File: src/rtl/fft_input_framer.sv
// Serial-to-parallel frame collector feeding the 8-point FFT core, with one staged frame and hold back-pressure.
// Optional FRAMER_BITREV_EN: emit the staged frame in bit-reversed order for a decimation-in-time core.
module fft_input_framer #(
  parameter int DATA_W = 16,
  parameter int NPTS   = 8
) (
  input  logic              clk,
  input  logic              rst,
  input  logic [DATA_W-1:0] din,
  input  logic              din_valid,
  input  logic              hold,
  input  logic              flush,
  input  logic              ovf_clr,
  output logic [DATA_W-1:0] x0,
  output logic [DATA_W-1:0] x1,
  output logic [DATA_W-1:0] x2,
  output logic [DATA_W-1:0] x3,
  output logic [DATA_W-1:0] x4,
  output logic [DATA_W-1:0] x5,
  output logic [DATA_W-1:0] x6,
  output logic [DATA_W-1:0] x7,
  output logic              en,
  output logic              overflow,
  output logic [7:0]        frame_cnt,
  output logic [2:0]        fill
);

  // state | meaning
  // EMPTY | staging bank holds no frame
  // FULL  | staging bank holds a completed frame waiting for !hold
  localparam logic [0:0] EMPTY = 1'b0;
  localparam logic [0:0] FULL  = 1'b1;

  logic [0:0]        state;
  logic [2:0]        widx;
  logic [DATA_W-1:0] coll  [0:NPTS-1];
  logic [DATA_W-1:0] stage [0:NPTS-1];
  logic [DATA_W-1:0] xr    [0:NPTS-1];
  logic              complete;
  logic              drain;

  assign complete = din_valid && (widx == 3'(NPTS - 1));
  assign drain    = (state == FULL) && !hold;

  function automatic logic [2:0] src_idx(input logic [2:0] k);
`ifdef FRAMER_BITREV_EN
    return {k[0], k[1], k[2]};
`else
    return k;
`endif
  endfunction

  always_ff @(posedge clk or posedge rst) begin
    if (rst) begin
      state     <= EMPTY;
      widx      <= '0;
      en        <= 1'b0;
      overflow  <= 1'b0;
      frame_cnt <= '0;
      for (int k = 0; k < NPTS; k++) begin
        coll[k]  <= '0;
        stage[k] <= '0;
        xr[k]    <= '0;
      end
    end else begin
      if (ovf_clr) overflow <= 1'b0;
      if (flush) begin
        widx  <= '0;
        state <= EMPTY;
        en    <= 1'b0;
      end else begin
        en <= drain;
        if (drain) begin
          for (int k = 0; k < NPTS; k++) xr[k] <= stage[src_idx(k[2:0])];
          frame_cnt <= frame_cnt + 8'd1;
        end
        if (din_valid) begin
          coll[widx] <= din;
          widx       <= widx + 3'd1;
        end
        // a completing frame may land in the stage in the same cycle the old one drains
        if (complete) begin
          if (state == EMPTY || drain) begin
            for (int k = 0; k < NPTS - 1; k++) stage[k] <= coll[k];
            stage[NPTS-1] <= din;
            state         <= FULL;
          end else begin
            overflow <= 1'b1;
          end
        end else if (drain) begin
          state <= EMPTY;
        end
      end
    end
  end

  assign x0   = xr[0];
  assign x1   = xr[1];
  assign x2   = xr[2];
  assign x3   = xr[3];
  assign x4   = xr[4];
  assign x5   = xr[5];
  assign x6   = xr[6];
  assign x7   = xr[7];
  assign fill = widx;

endmodule

File: config.mk
export PLATFORM = sky130hd
export DESIGN_NAME = fft_input_framer
export DESIGN_NICKNAME = d
export VERILOG_FILES = /design/src/rtl/fft_input_framer.sv
export SDC_FILE = /design/constraint.sdc
export NUM_CORES = 1
export LEC_CHECK = 0
export ABC_AREA = 1
export ABC_CLOCK_PERIOD_IN_PS = 13850
export CAP_MARGIN = 20
export CORE_ASPECT_RATIO = 1.25
export CORE_MARGIN = 2
export CORE_UTILIZATION = 48
export DETAILED_ROUTE_END_ITERATION = 7
export PLACE_DENSITY = 0.7
export SYNTH_ARGS = -nofsm -noshare
export SYNTH_HDL_FRONTEND = slang
export SYNTH_SLANG_ARGS = --single-unit
export TNS_END_PERCENT = 30
File: constraint.sdc
create_clock -name clk -period 13.85 [get_ports clk]
set_clock_uncertainty 0.1 [all_clocks]
set_input_delay 1.385 -clock clk [delete_from_list [all_inputs] [get_ports clk]]
set_output_delay 1.385 -clock clk [all_outputs]
set_load 0.02 [all_outputs]
### Word-level counts from Yosys, hierarchy flattened

Index checks and enable logic that the tools add are counted.

* bitwise logic cells: 3
* $lt $le $gt $ge: 2
* eq/ne operators: 2
* reduce and logical (&&, ||, !) cells: 11
* add/subtract/negate cells: 2
* multiplexer cells: 14

Operator list (count)
* bitwise mux 128 bit: 1
* demux 16 bit (select 3 bit): 1
* 2-to-1 mux 16 bit: 1
* 2-to-1 mux 1 bit: 9
* adder 8 x 1 -> 8 bit (second input constant): 1
* 2-to-1 mux 3 bit: 2
* AND reduction 2 bit: 3
* >= comparator 4 bit (second input constant): 1
* less-than comparator 4 x 1 -> 1 bit (second input constant): 1
* NOT 3 -> 4 bit: 1
* adder 3 x 1 -> 3 bit (second input constant): 1
* equality test 3 bit (second input constant): 1
* logical AND 1 bit: 3
* inequality test 3 x 2 -> 1 bit (second input constant): 1
* AND reduction 3 bit: 1
* nonzero test 3 bit: 1
* NOT 1 bit: 2
* nonzero test 2 bit: 1
* logical NOT 1 bit: 1
* logical OR 1 bit: 1

* input bits: 22
* output and inout bits: 141
* flip-flop bits (word level): 398

### Longest topological paths before layout

Gate-level depths: netlist of run 1.

* word-level depth: 6
* gate-level depth with buffers: 9
* gate-level depth less buffers: 7

### Worst setup path before layout of run 1

No wires, ideal clock.

* path type: input -> register
* start point: in din_valid
* end point: reg stage[10] in the netlist's numbering
* arrival time: 2.159 ns
* stages: 7
* data required time: 13.620 ns
* path slack: 11.461 ns
* library setup time: 0.130 ns
* cells stage by stage: nand2_1 nor2_4 nand2_2 buf_6 buf_2 nand2_1 o21ai_0

* cells in the longest elaborated chain, start to end: 2

Ends and longest elaborated chain
* from (decl): line 10 `input logic din_valid,`
* logical AND 1 bit: line 42 `assign complete = din_valid && (widx == 3'(NPTS - 1));`
* AND reduction 3 bit (no source line)
* to (signal, indexed assignment): line 85 `stage[NPTS-1] <= din;`
* to (decl): line 37 `logic [DATA_W-1:0] stage [0:NPTS-1];`

Every way passes these cells.
A chain may end at the register's enable or synchronous reset.

### Final worst setup path of run 1

* start point: in flush
* end point: reg frame_cnt[5]

* cells in the longest elaborated chain, start to end: 2

Ends and longest elaborated chain
* from (decl): line 12 `input logic flush,`
* NOT 1 bit (no source line)
* AND reduction 2 bit (no source line)
* to (signal assigned): line 75 `frame_cnt <= frame_cnt + 8'd1;`
* to (decl): line 24 `output logic [7:0] frame_cnt,`

Every way passes these cells.

==> qor.yml, run 1 <==
global_route:
  grt_pass1_wl_um: 51600
  antenna_found_initial: 0
  grt_overflow_total: 0
  track_usage: 0.212
  grt_max_degree: 162
  grt_pass1_vias: 9671
status:
  status: "completed"
route:
  routed_via_density: 4.94
  wl_um: 31900
  vias: 9936
  drcViolationCount: 0
  drt_iter0_drc: 784
  wire_per_inst_um: 15.9
  drt-pass1-iter-count: 5
  final_antenna_net_count: 0
worst_setup_path:
  critical_path_class: "in -> reg"
  cp.required_ns: 14.15
  max_stage_delay_ns: 0.75
  r2r_cells: 7
  path_delay_family: "buffers and inverters"
  crit_fanout: 109
  end_kind: "flop"
  worst-path-stages: 8
  crit_chain: "clkdlybuf4s50_1, inv_2, nand3_4, buf_4, nor2_1, nand3_1, nand2_1, inv_1"
  slowest_stage: "buf_4"
  worst-path-buf-inv: 4
  startpoint_type: "primary input"
  cp.arrival_ns: 4.19
  ff2ff_setup_slack_ns: 10.76
clocking:
  cts_max_level: 2
  cts.sinks: 382
  ctsHoldBuffers: 0
  clock_path_buffers: 3
  postCtsSetupBuffers: 0
  ctsResizeCount: 0
  cts_tree: "built"
  clk_latency_ns: 0.50
  path_clk_slew_ns: 0.06
  cts_buffers: 37
  cts-root-buf: "clkbuf_16"
sta:
  relSlewSlack: 0.333
  hold_slack_ns: 0.372
  slew_violations: 0
  worst_slew_pin_slew_ns: 1.00
  rsz0062_at_grt: "no"
  fmax_mhz: 257
  setup-tns-final_ns: 0
  hold_viol: 0
  finalCriticalPeriod_ns: 3.89
  finalSetupViolCount: 0
  finalCritPeriodShare: 0.281
floorplanning:
  num_rows: 70
  ios: 163
  dieWidth_um: 158
  start_util: 0.488
  coreArea_um2: 29300
  dieArea_um2: 31200
  die_y_um: 197
finish:
  mostFrequentLayoutCells: "nand2_1 (424), dfrtp_1 (382), o21ai_0 (221)"
  layout.nets: 1615
  multi_input_area_um2: 3800
  syn2layout_area_growth_pct: 21.5
  instances_no_fill: 2010
  layout_commonest_cell: "nand2_1"
  drive_above_1_share: 0.0576
  seq_area_um2: 9560
  nFillCells: 2524
  diodes: 0
placed_design:
  dpl.cell_count: 1943
  dp_hpwl_um: 19600
  port_buffers: 162
  gp_congestion: 0.811
logic_synthesis:
  synth.distinct_cells: 22
  synthCells: 1455
  syn_area_per_cell_um2: 9.82
  ys_seq_area_frac: 0.669
  synth_area_um2: 14300
  ys_ff_latch: 382
  yosysWarnings: 0
  syn_nets: 1480
power:
  p_per_area_nw_per_um2: 135
  peakVddDrop_v: 0.0000903
  leakagePower_nw: 8.77
min_path:
  hold_path_class: "reg -> reg"
  min_delay_path_depth: 2
job:
  drv_cap: 0
layer usage:
layer,global-route usage,vias to the layer above,routed length [um]
met3,0.0398,51,1950
met4,0.0664,0,975
met5,0,-,0
li1,-,4819,-
met1,0.299,4806,13800
met2,0.337,260,15200
per-stage QoR:
stage	area, um2	total power [W]	util	setup slack (ns)
after global placement	16100	0.00135	0.549	9.05
after global routing	17400	0.00245	0.593	9.71
after floorplan	14300	0.00131	-	1.75
final	17400	0.00235	0.593	9.96
after CTS	17300	0.00237	0.591	9.58
after detailed placement	16100	0.00135	0.549	9.04
synth_stat cells, drive strengths merged:
master	instances	area, um2
o21ai	239	1200
nand3	20	115
a21oi	76	418
xnor2	1	8.76
nand2	428	1620
clkbuf	23	88.8
buf	53	334
xor2	3	26.3
ha	3	37.5
nor2	85	349
inv	142	533
dfrtp	382	9560
kinds of logic after synthesis:
family	synth area share
fa+ha+maj	0.00263
flops	0.669
simple gates	0.146
compound gates	0.113
xor+xnor	0.00245
buf+inv	0.0669
power by group:
group	internal (W)	switching, W
Clock	0.000610	0.000405
Sequential	0.00118	0.0000337
Combinational	0.0000392	0.0000771
Total	0.00183	0.000516
worst paths after layout:
check,from,endpoint
worst max-delay path,flush,frame_cnt[5]
worst min-delay path,stage[44],x5[12]
worst max register to register,fill[0],stage[47]
worst min register to register,stage[44],x5[12]
max in group asynchronous,rst,stage[42]
min in group asynchronous,rst,x1[13]
worst min-delay path, stage by stage, from the launching register on:
cell	delay, ns
dfrtp_1	0.34
nand2_1	0.06
nand2_1	0.05
cell type report:
| class | count | area share |
|---|---|---|
| sequential | 382 | 0.551 |
| multi-input combinational | 855 | 0.219 |
| timing repair buffer | 172 | 0.100 |
| clock buffer | 46 | 0.0582 |
| inverter | 142 | 0.0311 |
| tap | 396 | 0.0285 |
| clock inverter | 17 | 0.0123 |
state kept, by name, summed over array words and instances (netlist names), 3 cells and up:
signal / cells
x6: 16
x7: 16
x0: 16
x3: 16
x4: 16
fill: 3
x2: 16
x1: 16
x5: 16
frame_cnt: 8
coll: 112
stage: 128
Power figures use the tool's default switching activity.
==> inputs of run 2 (changes only) <==
--- a/config.mk
+++ b/config.mk
@@ -6,7 +6,7 @@
 export NUM_CORES = 1
 export LEC_CHECK = 0
 export ABC_AREA = 1
-export ABC_CLOCK_PERIOD_IN_PS = 13850
+export ABC_CLOCK_PERIOD_IN_PS = 3940
 export CAP_MARGIN = 20
 export CORE_ASPECT_RATIO = 1.25
 export CORE_MARGIN = 2
==> constraint.sdc (replaced) <==
create_clock -name clk -period 3.94 [get_ports clk]
set_clock_uncertainty 0.1 [all_clocks]
set_input_delay 0.394 -clock clk [delete_from_list [all_inputs] [get_ports clk]]
set_output_delay 0.394 -clock clk [all_outputs]
set_load 0.02 [all_outputs]
==> qor.yml, run 2 (same netlist as run 1, synthesis figures left out) <==
status:
  status: "completed"
placed_design:
  pre_cts_slack_ns: 1.24  # -7.80 ns
  placed_cell_area_um2: 16200  # +0.71%
  gp_congestion: 0.813  # +0.32%
  dpl.cell_count: 1952  # +0.46%
  port_buffers: 162  # unchanged
  dp_hpwl_um: 20600  # +5.0%
route:
  final_antenna_net_count: 0  # unchanged
  routed_via_density: 4.96  # +0.34%
  drt_iter0_drc: 653  # -17%
  vias: 10014  # +0.79%
  drt-pass1-iter-count: 5  # unchanged
  drcViolationCount: 0  # unchanged
  wl_um: 32400  # +1.7%
  wire_per_inst_um: 16.1  # +1.2%
sta:
  fin_ws_ns: 1.23  # -8.72 ns
  relSlewSlack: 0.341  # +0.00811
  finalSetupViolCount: 0  # unchanged
  rsz0062_at_grt: "no"
  finalCriticalPeriod_ns: 2.71
  slew_violations: 0  # unchanged
  hold_slack_ns: 0.204  # -0.168 ns
  worst_slew_pin_slew_ns: 0.986  # -0.0149 ns
  fmax_mhz: 370
  finalCritPeriodShare: 0.687
  hold_viol: 0  # unchanged
power:
  sequentialPowerShare: 0.520  # about the same
  peakVddDrop_v: 0.000345  # +280%
  p_int_w: 0.00640  # +250%
  p_per_area_nw_per_um2: 473  # +250%
  power_frac_comb: 0.050  # about the same
  switching_share: 0.223  # +0.00352
  switchingPower_w: 0.00184  # +260%
  leakagePower_nw: 8.78  # +0.19%
  clock_power_share: 0.430  # -0.002
worst_setup_path:
  cp.required_ns: 4.22  # -9.93 ns
  max_stage_delay_ns: 0.55  # -0.20 ns
  ff2ff_setup_slack_ns: 1.23  # -9.53 ns
  path_delay_family: "simple AND/OR/NAND/NOR gates"
  crit_fanout: 137  # +26%
  slowest_stage: "dfrtp_1"
  worst-path-buf-inv: 1  # -3
  crit_chain: "ha_1, ha_1, nand2_1, nor2_4, nand2_8, buf_4, nand2_1, o21ai_0"
  end_kind: "flop"
  cp.arrival_ns: 2.98  # -1.21 ns
  critical_path_class: "reg -> reg"
  startpoint_type: "flop"
clocking:
  cts_tree: "built"
  cts_buffers: 38  # +2.7%
  ctsResizeCount: 0  # unchanged
  cts_max_level: 2  # unchanged
  cts.sinks: 382  # unchanged
  clock_path_buffers: 3  # unchanged
  path_clk_slew_ns: 0.06  # about the same
  ctsHoldBuffers: 0  # unchanged
  cts-root-buf: "clkbuf_16"
  postCtsSetupBuffers: 0  # unchanged
  clk_latency_ns: 0.52  # +0.02 ns
finish:
  seq_area_um2: 9560  # unchanged
  mostFrequentLayoutCells: "nand2_1 (424), dfrtp_1 (382), o21ai_0 (221)"
  final_cell_area_um2: 17400  # +0.35%
  layout_commonest_cell: "nand2_1"
  reg_top3: "stage: 128 flops, coll: 112 flops"
  drive_above_1_share: 0.0604  # +0.00276
  top_register: "stage"
  layout.nets: 1621  # +0.37%
  multi_input_area_um2: 3800  # unchanged
  largest_register_ffs: 128  # unchanged
  diodes: 0  # unchanged
  syn2layout_area_growth_pct: 22.0
  nFillCells: 2519  # -0.20%
  instances_no_fill: 2019  # +0.45%
floorplanning:
  dieArea_um2: 31200  # unchanged
  ios: 163  # unchanged
  start_util: 0.488  # unchanged
  num_rows: 70  # unchanged
  die_y_um: 197  # unchanged
  coreArea_um2: 29300  # unchanged
  dieWidth_um: 158  # unchanged
global_route:
  grt_pass1_wl_um: 52100  # +0.83%
  track_usage: 0.215  # +0.00289
  grt_max_degree: 138  # -15%
  grt_overflow_total: 0  # unchanged
  antenna_found_initial: 0  # unchanged
  grt_pass1_vias: 9738  # +0.69%
min_path:
  hold_path_class: "in -> async"
job:
  drv_cap: 0  # unchanged
-- run 2: cell count changes in the layout (fill, tap and decap cells not counted), moves of 2 or more --
cell | before | now
bufinv_16 | 5 | 0
clkbuf_16 | 37 | 41
clkinv_2 | 11 | 5
clkbuf_8 | 5 | 11
clkinvlp_4 | 0 | 3
buf_12 | 1 | 4
buf_4 | 6 | 11
buf_8 | 2 | 0
clkbuf_1 | 4 | 8
-- run 2: worst paths after layout --
check                            endpoint  cells past startpoint  startpoint
worst max-delay path             stage[9]                      8     fill[0]
worst min-delay path            coll[106]                      2         rst
worst max register to register   stage[9]                      8     fill[0]
worst min register to register     x3[10]                      2   stage[74]
max in group asynchronous        coll[66]                      3         rst
min in group clk                   x3[10]                      2   stage[74]
-- run 2: per-layer routing --
metal	wire, um	GRT usage	vias to the layer above
met4	1050	0.0757	0
met3	1830	0.0431	60
met1	14200	0.302	4868
met2	15300	0.337	249
li1	-	-	4837
met5	0	0	-
-- run 2: area by class of cell --
cell class,instances,area share
timing repair buffer,177,0.102
inverter,142,0.0308
multi-input combinational,855,0.218
sequential,382,0.549
clock buffer,60,0.0693
tap,396,0.0284
clock inverter,7,0.00230
-- run 2: stage by stage --
stage | util | total power (W) | TNS [ns]
final | 0.595 | 0.00824 | 0
after global routing | 0.595 | 0.00857 | 0
after CTS | 0.595 | 0.00832 | 0
after detailed placement | 0.553 | 0.00477 | 0
after global placement | 0.553 | 0.00475 | 0
after floorplan | - | 0.00460 | -644.82
-- run 2: power groups by stage --
stage | clock, W | combinational (W) | sequential, W
finish | 0.00354 | 0.000412 | 0.00429
global route | 0.00378 | 0.000486 | 0.00431
CTS | 0.00361 | 0.000423 | 0.00428
detailed placement | 0 | 0.000417 | 0.00435
global placement | 0 | 0.000399 | 0.00435
floorplan | 0 | 0.000265 | 0.00433
==> inputs of run 3 (changes only) <==
--- a/config.mk
+++ b/config.mk
@@ -6,13 +6,13 @@
 export NUM_CORES = 1
 export LEC_CHECK = 0
 export ABC_AREA = 1
-export ABC_CLOCK_PERIOD_IN_PS = 3940
+export ABC_CLOCK_PERIOD_IN_PS = 2300
 export CAP_MARGIN = 20
 export CORE_ASPECT_RATIO = 1.25
 export CORE_MARGIN = 2
 export CORE_UTILIZATION = 48
 export DETAILED_ROUTE_END_ITERATION = 7
-export PLACE_DENSITY = 0.7
+export PLACE_DENSITY = 0.73
 export SYNTH_ARGS = -nofsm -noshare
 export SYNTH_HDL_FRONTEND = slang
 export SYNTH_SLANG_ARGS = --single-unit
==> constraint.sdc (replaced) <==
create_clock -name clk -period 2.3 [get_ports clk]
set_clock_uncertainty 0.1 [all_clocks]
set_input_delay 0.23 -clock clk [delete_from_list [all_inputs] [get_ports clk]]
set_output_delay 0.23 -clock clk [all_outputs]
set_load 0.02 [all_outputs]
==> qor.yml, run 3 (same netlist as run 1, synthesis figures left out) <==
worst_setup_path:
  worst-path-buf-inv: 1  # unchanged
  startpoint_type: "flop"
  path_delay_family: "buffers and inverters"
  cp.arrival_ns: 1.70  # -1.28 ns
  slowest_stage: "clkdlybuf4s50_1"
  cp.required_ns: 1.97  # -2.25 ns
  crit_fanout: 7  # -95%
  end_kind: "output pin"
  crit_chain: "clkdlybuf4s50_1"
  critical_path_class: "reg -> out"
  max_stage_delay_ns: 0.70  # +0.15 ns
floorplanning:
  dieWidth_um: 158  # unchanged
  dieArea_um2: 31200  # unchanged
  die_y_um: 197  # unchanged
  start_util: 0.488  # unchanged
  coreArea_um2: 29300  # unchanged
  ios: 163  # unchanged
  num_rows: 70  # unchanged
sta:
  relSlewSlack: 0.636  # +0.295
  finalCritPeriodShare: 0.883
  finalSetupViolCount: 0  # unchanged
  finalCriticalPeriod_ns: 2.03
  hold_viol: 0  # unchanged
  slew_violations: 0  # unchanged
  worst_slew_pin_slew_ns: 0.545  # -0.441 ns
  rsz0062_at_grt: "no"
  fmax_mhz: 492
  setup-tns-final_ns: 0  # unchanged
  fin_ws_ns: 0.269  # -0.965 ns
route:
  final_antenna_net_count: 0  # unchanged
  drcViolationCount: 0  # unchanged
  vias: 10099  # +0.85%
  wire_per_inst_um: 16.0  # -0.16%
  routed_via_density: 4.97  # +0.20%
  wl_um: 32600  # +0.48%
  drt-pass1-iter-count: 5  # unchanged
  drt_iter0_drc: 893  # +37%
clocking:
  cts-root-buf: "clkbuf_16"
  clk_latency_ns: 0.52  # about the same
  cts_buffers: 38  # unchanged
  clock_path_buffers: 3  # unchanged
  cts.sinks: 382  # unchanged
  ctsResizeCount: 0  # unchanged
  path_clk_slew_ns: 0.06  # about the same
  cts_tree: "built"
  cts_max_level: 2  # unchanged
global_route:
  track_usage: 0.217  # +0.00210
  grt_pass1_vias: 10126  # +4.0%
  grt_max_degree: 116  # -16%
  grt_pass1_wl_um: 52800  # +1.5%
  antenna_found_initial: 0  # unchanged
  grt_overflow_total: 0  # unchanged
placed_design:
  port_buffers: 162  # unchanged
  dp_hpwl_um: 21000  # +1.7%
  gp_congestion: 0.817  # +0.39%
  dpl.cell_count: 1964  # +0.61%
  pre_cts_slack_ns: 0.198  # -1.04 ns
finish:
  reg_top3: "stage: 128 flops, coll: 112 flops"
  layout.nets: 1634  # +0.80%
  diodes: 0  # unchanged
  top_register: "stage"
  layout_commonest_cell: "nand2_1"
  nFillCells: 2449  # -2.8%
  largest_register_ffs: 128  # unchanged
  syn2layout_area_growth_pct: 23.9
  instances_no_fill: 2032  # +0.64%
  drive_above_1_share: 0.0666  # +0.00624
  mostFrequentLayoutCells: "nand2_1 (424), dfrtp_1 (382), o21ai_0 (221)"
min_path:
  hold_path_class: "in -> reg"
job:
  drv_cap: 0  # unchanged
power:
  p_per_area_nw_per_um2: 816  # +73%
  leakagePower_nw: 8.92  # +1.5%
  peakVddDrop_v: 0.000569  # +65%
status:
  status: "completed"
run 3: cell count changes in the layout (fill, tap and decap cells not counted):
cell / previous run / this run
buf_12: 4 / 13
buf_4: 11 / 14
bufinv_16: 0 / 3
clkbuf_8: 11 / 9
clkinv_2: 5 / 3
clkinvlp_4: 3 / 1
clkbuf_1: 8 / 9
clkinv_4: 0 / 1
dlygate4sd3_1: 0 / 1
inv_8: 0 / 1
run 3: metal layers:
layer | GRT usage | vias to the layer above | wire length, um
li1 | - | 4867 | -
met1 | 0.293 | 4917 | 13800
met2 | 0.358 | 257 | 16000
met3 | 0.0380 | 58 | 1760
met4 | 0.0741 | 0 | 1030
met5 | 0 | - | 0
run 3: worst paths after layout:
path                            from          to  slack, ns  depth (start not counted)
hold / removal               ovf_clr    overflow       0.19                          2
min in group asynchronous        rst  stage[113]       0.50                          3
hold reg to reg            stage[14]      x7[14]       0.36                          2
setup reg to reg             fill[1]  stage[115]       0.27                          8
setup / recovery             fill[2]     fill[2]       0.27                          1
max in group asynchronous        rst       x4[7]       0.72                          5
run 3: layout make-up:
cell class	count	area [um2]	area share
Inverter	142	537	0.0303
Clock inverter	8	125	0.00707
Tap cell	396	495	0.0280
Multi-Input combinational cell	855	3800	0.215
Timing Repair Buffer	190	2000	0.113
Sequential cell	382	9560	0.540
Clock buffer	59	1180	0.0669
run 3: power by group:
part	total (W)	switching, W	internal [W]
logic	0.000741	0.000484	0.000257
clock network	0.00636	0.00248	0.00388
registers	0.00734	0.000207	0.00713
run 3: through the flow:
step	power (W)	hold WS (ns)	util	instance area, um2
after floorplan	0.00787	0.193	-	14300
after global placement	0.00816	0.351	0.560	16400
after detailed placement	0.00820	0.358	0.560	16400
after CTS	0.0146	0.180	0.605	17700
after global routing	0.0150	0.206	0.605	17700
final	0.0144	0.194	0.605	17700
run 3: repair_timing:
action | CTS | global route
setup buffers | 0 | 0
hold buffers | 1 | 0
hold endpoints to repair | 6 | 0
